`config.mk`:
```
export PLATFORM = sky130hd
export DESIGN_NAME = slice_config_loader_flat
export DESIGN_NICKNAME = d
export VERILOG_FILES = /design/src/rtl/slice_cfg_pkg.sv /design/src/rtl/slice_config_loader_if.sv /design/src/rtl/cfg_word_assembler.sv /design/src/rtl/slice_config_loader.sv /design/src/flat_wrapper.sv
export SDC_FILE = /design/constraint.sdc
export NUM_CORES = 1
export LEC_CHECK = 0
export BUFFER_PORTS_ARGS = -buffer_cell sky130_fd_sc_hd__buf_2
export CORE_ASPECT_RATIO = 1.4
export CORE_MARGIN = 1
export CORE_UTILIZATION = 56
export DETAILED_ROUTE_END_ITERATION = 10
export GPL_ROUTABILITY_DRIVEN = 0
export GPL_TIMING_DRIVEN = 0
export PLACE_DENSITY = 0.79
export SLEW_MARGIN = 20
export SYNTH_ARGS = -nofsm -noshare
export SYNTH_HDL_FRONTEND = slang
export SYNTH_SLANG_ARGS = --single-unit
```
`constraint.sdc`:
```
create_clock -name clk -period 2.8 [get_ports clk]
set_clock_uncertainty 0.1 [all_clocks]
set_input_delay 0.14 -clock clk [delete_from_list [all_inputs] [get_ports clk]]
set_output_delay 0.14 -clock clk [all_outputs]
set_load 0.01 [all_outputs]
```
`src/rtl/slice_cfg_pkg.sv`:
```
// Shared constants, sizing helpers and FSM states
// for the slice configuration loader.
package slice_cfg_pkg;

  function automatic int cfg_size(input int s);
    return 2 * (2 ** s) + 1;
  endfunction

  function automatic int mux_lvls(input int n);
    return $clog2(n);
  endfunction

  function automatic int total_bits(input int s, input int n);
    return cfg_size(s) * n + mux_lvls(n) + 2 * n + 1;
  endfunction

  function automatic int num_words(input int s, input int n,
                                   input int w);
    return (total_bits(s, n) + w - 1) / w;
  endfunction

  localparam int DEF_S_XX_BASE  = 4;
  localparam int DEF_NUM_LUTS   = 4;
  localparam int DEF_WORD_W     = 8;
  localparam int DEF_TOTAL_BITS =
    total_bits(DEF_S_XX_BASE, DEF_NUM_LUTS);
  localparam int DEF_NUM_WORDS  =
    num_words(DEF_S_XX_BASE, DEF_NUM_LUTS, DEF_WORD_W);

  typedef enum logic [2:0] {
    IDLE,
    LOAD,
    COMB,
    MEM,
    DONE
  } state_e;

endpackage

```
`src/rtl/slice_config_loader_if.sv`:
```
// Valid/ready word stream carrying the
// configuration bitstream into the loader.
interface slice_config_loader_if
  import slice_cfg_pkg::*;
#(
  parameter int WORD_W = DEF_WORD_W
) ();

  logic              cfg_valid;
  logic [WORD_W-1:0] cfg_data;
  logic              cfg_ready;

  modport master (
    output cfg_valid,
    output cfg_data,
    input  cfg_ready
  );

  modport slave (
    input  cfg_valid,
    input  cfg_data,
    output cfg_ready
  );

endinterface

```
`src/rtl/cfg_word_assembler.sv`:
```
// Packs accepted words LSB-first into a staging
// register; padding beyond TOTAL_BITS is dropped.
module cfg_word_assembler #(
  parameter int WORD_W     = slice_cfg_pkg::DEF_WORD_W,
  parameter int TOTAL_BITS = slice_cfg_pkg::DEF_TOTAL_BITS,
  parameter int NUM_WORDS  = slice_cfg_pkg::DEF_NUM_WORDS
) (
  input  logic                  clk,
  input  logic                  rst_n,
  input  logic                  clear,
  input  logic                  accept,
  input  logic [WORD_W-1:0]     data,
  output logic [TOTAL_BITS-1:0] stage_nxt,
  output logic                  last
);

  localparam int CNT_W = $clog2(NUM_WORDS + 1);

  logic [CNT_W-1:0]      cnt_q;
  logic [TOTAL_BITS-1:0] stage_q;

  // stage_nxt already holds the word of this cycle,
  // so the final word can be committed on its edge
  always_comb begin
    stage_nxt = stage_q;
    for (int b = 0; b < TOTAL_BITS; b++) begin
      if (accept && cnt_q == CNT_W'(b / WORD_W)) begin
        stage_nxt[b] = data[b % WORD_W];
      end
    end
  end

  assign last = accept &&
    (cnt_q == CNT_W'(NUM_WORDS - 1));

  always_ff @(posedge clk) begin
    if (!rst_n) begin
      cnt_q   <= '0;
      stage_q <= '0;
    end else begin
      stage_q <= stage_nxt;
      if (clear) begin
        cnt_q <= '0;
      end else if (accept) begin
        cnt_q <= cnt_q + 1'b1;
      end
    end
  end

endmodule

```
`src/rtl/slice_config_loader.sv`:
```
// Streams a slice configuration in, then issues
// comb/mem commit strobes and a done pulse.
module slice_config_loader
  import slice_cfg_pkg::*;
#(
  parameter int S_XX_BASE = DEF_S_XX_BASE,
  parameter int NUM_LUTS  = DEF_NUM_LUTS,
  parameter int WORD_W    = DEF_WORD_W,
  localparam int CFG_SIZE   = cfg_size(S_XX_BASE),
  localparam int MUX_LVLS   = mux_lvls(NUM_LUTS),
  localparam int TOTAL_BITS = total_bits(S_XX_BASE, NUM_LUTS),
  localparam int NUM_WORDS  =
    num_words(S_XX_BASE, NUM_LUTS, WORD_W)
) (
  input  logic clk,
  input  logic rst_n,
  input  logic start,
  input  logic abort,
  slice_config_loader_if.slave cfg,
  output logic busy,
  output logic done,
  output logic [CFG_SIZE*NUM_LUTS-1:0] luts_config_out,
  output logic [MUX_LVLS-1:0]   inter_lut_mux_config_out,
  output logic [2*NUM_LUTS-1:0] regs_config_out,
  output logic                  config_use_cc_out,
  output logic                  comb_set,
  output logic                  mem_set
);

  state_e state_q;
  state_e state_d;

  logic                  accept;
  logic                  clear;
  logic                  last;
  logic [TOTAL_BITS-1:0] stage_nxt;

  assign cfg.cfg_ready = (state_q == LOAD) && !abort;
  assign accept        = cfg.cfg_valid && cfg.cfg_ready;
  assign busy          = (state_q != IDLE);

  cfg_word_assembler #(
    .WORD_W     (WORD_W),
    .TOTAL_BITS (TOTAL_BITS),
    .NUM_WORDS  (NUM_WORDS)
  ) u_asm (
    .clk       (clk),
    .rst_n     (rst_n),
    .clear     (clear),
    .accept    (accept),
    .data      (cfg.cfg_data),
    .stage_nxt (stage_nxt),
    .last      (last)
  );

  always_ff @(posedge clk) begin
    if (!rst_n) begin
      state_q <= IDLE;
    end else begin
      state_q <= state_d;
    end
  end

  always_comb begin
    state_d  = state_q;
    clear    = 1'b0;
    comb_set = 1'b0;
    mem_set  = 1'b0;
    done     = 1'b0;
    unique case (state_q)
      IDLE: begin
        if (start) begin
          state_d = LOAD;
          clear   = 1'b1;
        end
      end
      LOAD: begin
        unique case (1'b1)
          abort:   state_d = IDLE;
          last:    state_d = COMB;
          default: state_d = LOAD;
        endcase
      end
      COMB: begin
        comb_set = 1'b1;
        state_d  = MEM;
      end
      MEM: begin
        mem_set = 1'b1;
        state_d = DONE;
      end
      DONE: begin
        done    = 1'b1;
        state_d = IDLE;
      end
      default: state_d = IDLE;
    endcase
  end

  always_ff @(posedge clk) begin
    if (!rst_n) begin
      luts_config_out          <= '0;
      inter_lut_mux_config_out <= '0;
      regs_config_out          <= '0;
      config_use_cc_out        <= 1'b0;
    end else if (last) begin
      {config_use_cc_out,
       regs_config_out,
       inter_lut_mux_config_out,
       luts_config_out} <= stage_nxt;
    end
  end

endmodule

```
`src/flat_wrapper.sv`:
```
// flat-port wrapper written by rule: the top's interface ports become plain ports
module slice_config_loader_flat import slice_cfg_pkg::*;
#(
  parameter int S_XX_BASE = DEF_S_XX_BASE,
  parameter int NUM_LUTS  = DEF_NUM_LUTS,
  parameter int WORD_W    = DEF_WORD_W,
  localparam int CFG_SIZE   = cfg_size(S_XX_BASE),
  localparam int MUX_LVLS   = mux_lvls(NUM_LUTS),
  localparam int TOTAL_BITS = total_bits(S_XX_BASE, NUM_LUTS),
  localparam int NUM_WORDS  =
    num_words(S_XX_BASE, NUM_LUTS, WORD_W)
)
  (clk, rst_n, start, abort, busy, done, luts_config_out, inter_lut_mux_config_out, regs_config_out, config_use_cc_out, comb_set, mem_set, cfg_cfg_valid, cfg_cfg_data, cfg_cfg_ready);
  slice_config_loader_if #(.WORD_W(WORD_W)) cfg_i ();
  input  logic clk;
  input  logic rst_n;
  input  logic start;
  input  logic abort;
  output logic busy;
  output logic done;
  output logic [CFG_SIZE*NUM_LUTS-1:0] luts_config_out;
  output logic [MUX_LVLS-1:0] inter_lut_mux_config_out;
  output logic [2*NUM_LUTS-1:0] regs_config_out;
  output logic config_use_cc_out;
  output logic comb_set;
  output logic mem_set;
  input wire logic [$bits(cfg_i.cfg_valid)-1:0] cfg_cfg_valid;
  input wire logic [$bits(cfg_i.cfg_data)-1:0] cfg_cfg_data;
  output wire logic [$bits(cfg_i.cfg_ready)-1:0] cfg_cfg_ready;
  assign cfg_i.cfg_valid = cfg_cfg_valid;
  assign cfg_i.cfg_data = cfg_cfg_data;
  assign cfg_cfg_ready = cfg_i.cfg_ready;
  slice_config_loader #(.S_XX_BASE(S_XX_BASE), .NUM_LUTS(NUM_LUTS), .WORD_W(WORD_W)) u_core (.clk(clk), .rst_n(rst_n), .start(start), .abort(abort), .cfg(cfg_i), .busy(busy), .done(done), .luts_config_out(luts_config_out), .inter_lut_mux_config_out(inter_lut_mux_config_out), .regs_config_out(regs_config_out), .config_use_cc_out(config_use_cc_out), .comb_set(comb_set), .mem_set(mem_set));
endmodule
```
==> impl_results.md <==
* Status: complete, no violations
* Ports at ~160
* YS warnings at 0
* CORE AREA at 18680 um2
* Sw frac at 20.84%
* Yosys top cell area share at 53.54%
* # fillers at roughly 1500
* DRC at 0
* Detailed Routing Iterations Pass 1 at 5
* Layout area overhead at 18.83%
* Power Density at 631.0 nW/um2
* Most common cell after layout, fill and taps aside: nand2_1
* Slew margin rel. at a little over two fifths
* Drt wl/cell at about 16 um
* Util after Layout at 68.27%
* Busiest grt layer: met2
* Max Slew Vio Count at 0
* Design Area, Final at 12750 um2
* Nets@finish at between 1000 and 1500
* Post-synthesis cell area at 10730 um2
* Area occupied by multi-input gates at 4552 um2
* Synth area leaders: dfxtp_1 54%, nand2_1 12%, mux2i_1 9.7%, a21boi_0 6.3%, a21boi_1 3.1%
* Drt first-iter violations at 481
* Port Buffers at about 150
* Clock Tree Buf Depth at 3
* Die H at between 150 and 200 um
* Grt met1 use at 30.12%
* Netlist cell types at 35
* Clk Latency, worst-skew pair at 520 ps
* Crit share post-route at roughly nine tenths
* First-pass GRT wire length at a little over 40000 um
* Synth Area in XOR/XNOR at less than 1%
* P_sw at around 1.7 mW
* Mux contribution to synthesized area at 9.701%
* Final Hold Fails at 0
* Worst VDD drop at 0.5622 mV
* Slew @ Worst Pin at roughly 850 ps
* Post-Synthesis Cells at roughly 1200
* Post-CTS setup buffer count at 0
* Worst-path clk slew at roughly 70 ps
* Antenna violations before repair at 0
* # clock sinks at 287
* Largest net degree at the start of global routing at 17
* Syn Nets at 1178
* Full die area at 19730 um2
* Comb pwr share at 2.8%
* Main combinational cell family by area after synthesis: simple AND/OR/NAND/NOR gates
* CP startpoint kind: register
* Number of global-route vias before repair at 8061
* Adder-Cell Fraction of Synth Area at 0.5830%
* CTS Buf Count at 26
* Root buffer cell: clkbuf_16
* Tmin final at 2559 ps
* Critical-path maximum fanout at 10
* Synth Area in Compound Gates at 12.78%
* Area after DPL at 11790 um2
* Top FF cell, synth: dfxtp_1
* RSZ-0062 raised after global routing: false
* Setup Total Neg Slack at 0 ps
* Vias at 8420
* Worst EP required at 3110 ps
* Leakage at 5.243 nW
* Crit path kind: reg2reg
* TritonCTS clock tree: done
* Commonest cells after routing, fill and taps aside: 348 x nand2_1, 287 x dfxtp_1, 167 x buf_2
* Hold slack final at 28.93 ps
* CP arrival at 2870 ps
* M3 GR Usage at 3.880%
* Setup violations, final at 0
* Average size of a mapped cell at 9.250 um2
* H-tree depth at 1
* Sequential area share after synthesis at a little over half
* Overall Global Routing Usage at 25.30%
* Max cap viols at 0
* Simple-gate share of the synthesized area at 19.11%
* Number of synthesized flops with an enable pin at 0
* Post-detail-place hpwl at around 18000 um
* Row count at 59
* Reg power frac at between 50% and 60%
* Die Span X at about 120 um
* Fmax at 390.8 MHz
* Sequential Area at 5746 um2
* Layout cell share with drive strength beyond 1 at 16.79%
* CP endpoint kind: register
* Drt via density at 5.236
* Grt ovf at 0
* Final WL at about 25000 um
* Clock Power Share at 46.3%
* Async set or reset register ratio after synthesis at 0%
* Yosys top cell by area: dfxtp_1
* Tightest Hold Check Type: in2reg
* Inserted Diodes at 0
* Pint at 6.369 mW
* Met2 Use GR at 46.59%
* Starting density of the core at 57.45%
* Count of state elements after synthesis at between 200 and 300
* Final ANT Viol Nets at 0
==> critical path, cell delays in order, from the launching register on <==
cell,delay (ps)
dfxtp_1,440
nor4b_4,380
nand4_1,680
buf_2,420
clkbuf_1,240
nand2_1,130
a21boi_1,60
==> path summary, 6_finish.rpt <==
check                           cells past startpoint  slack [ps]                   startpoint                     endpoint
worst min-delay path                                3          30              cfg_cfg_data[3]    u_core.u_asm.stage_q[131]
worst min register to register                      2         350  u_core.luts_config_out[109]  u_core.luts_config_out[109]
worst max register to register                      6         240            u_core.state_q[0]   u_core.luts_config_out[98]
worst max-delay path                                6         240            u_core.state_q[0]   u_core.luts_config_out[98]
==> cell type report <==
| class | instances | share of cell area, % |
|---|---|---|
| Tap cell | 244 | 2.394 |
| Inverter | 5 | 0.1472 |
| Clock inverter | 10 | 1.040 |
| Timing Repair Buffer | 156 | 6.319 |
| Multi-Input combinational cell | 774 | 35.70 |
| Clock buffer | 38 | 6.094 |
| Buffer | 94 | 3.248 |
| Sequential cell | 287 | 45.06 |
==> stage by stage <==
stage / power (mW) / worst slack [ps] / cells
final: 8.045 / 240.8 / 1608
after global routing: 8.277 / 19.99 / 1608
after CTS: 8.092 / 201.3 / 1608
after detailed placement: 4.404 / 219.9 / 1555
after global placement: 4.402 / 238.5 / 1555
after floorplan: 4.329 / 857.5 / 1160
==> timing repair <==
item	4_1_cts	5_1_grt
hold endpoints to repair	10	0
resized for setup	0	0
hold buffers	5	0
==> per-layer routing <==
layer  vias up  wire length (um)
met5         -                 0
met4         0               544
met3        45              1303
met2       207             12950
met1      3978             10540
li1       4190                 -
==> logic make-up (layout without fill, tap and decap cells) <==
family          Yosys count  count (layout)
buf+inv                  99             303
xor+xnor                  3               3
fa+ha+maj                 5               5
mux                     104             104
compound gates          197             197
simple gates            465             465
flops                   287             287
==> synth_stat cells, types with 2 or more instances <==
cell	instances
nand2_1	348
dfxtp_1	287
mux2i_1	104
a21boi_0	90
clkbuf_1	67
nor2b_1	46
a21boi_1	45
o21ai_0	41
nand3_1	37
buf_2	16
a21oi_1	11
o211a_1	8
buf_4	7
nand4_1	6
ha_1	5
inv_1	5
nor2_1	5
and3_1	4
and4_1	3
nor2_2	3
nor3_4	3
buf_1	2
buf_6	2
nand3_2	2
nor3b_1	2
xor2_1	2
==> power groups by stage <==
stage                     Sequential [mW]  Clock (mW)  Combinational, mW
after floorplan                      4.18           0              0.147
after global placement               4.18           0              0.219
after detailed placement             4.18           0              0.221
after CTS                            4.09        3.78              0.227
after global routing                 4.09        3.94              0.245
final                                4.09        3.73              0.228
==> registers in the layout, summed over array words and instances, names as in the netlist <==
| name | flops |
|---|---|
| u_core.config_use_cc_out | 1 |
| u_core.inter_lut_mux_config_out | 2 |
| u_core.luts_config_out | 132 |
| u_core.regs_config_out | 8 |
| u_core.state_q | 3 |
| u_core.u_asm.cnt_q | 5 |
| u_core.u_asm.stage_q | 136 |
Note: power is estimated with default switching activity, not from simulation.
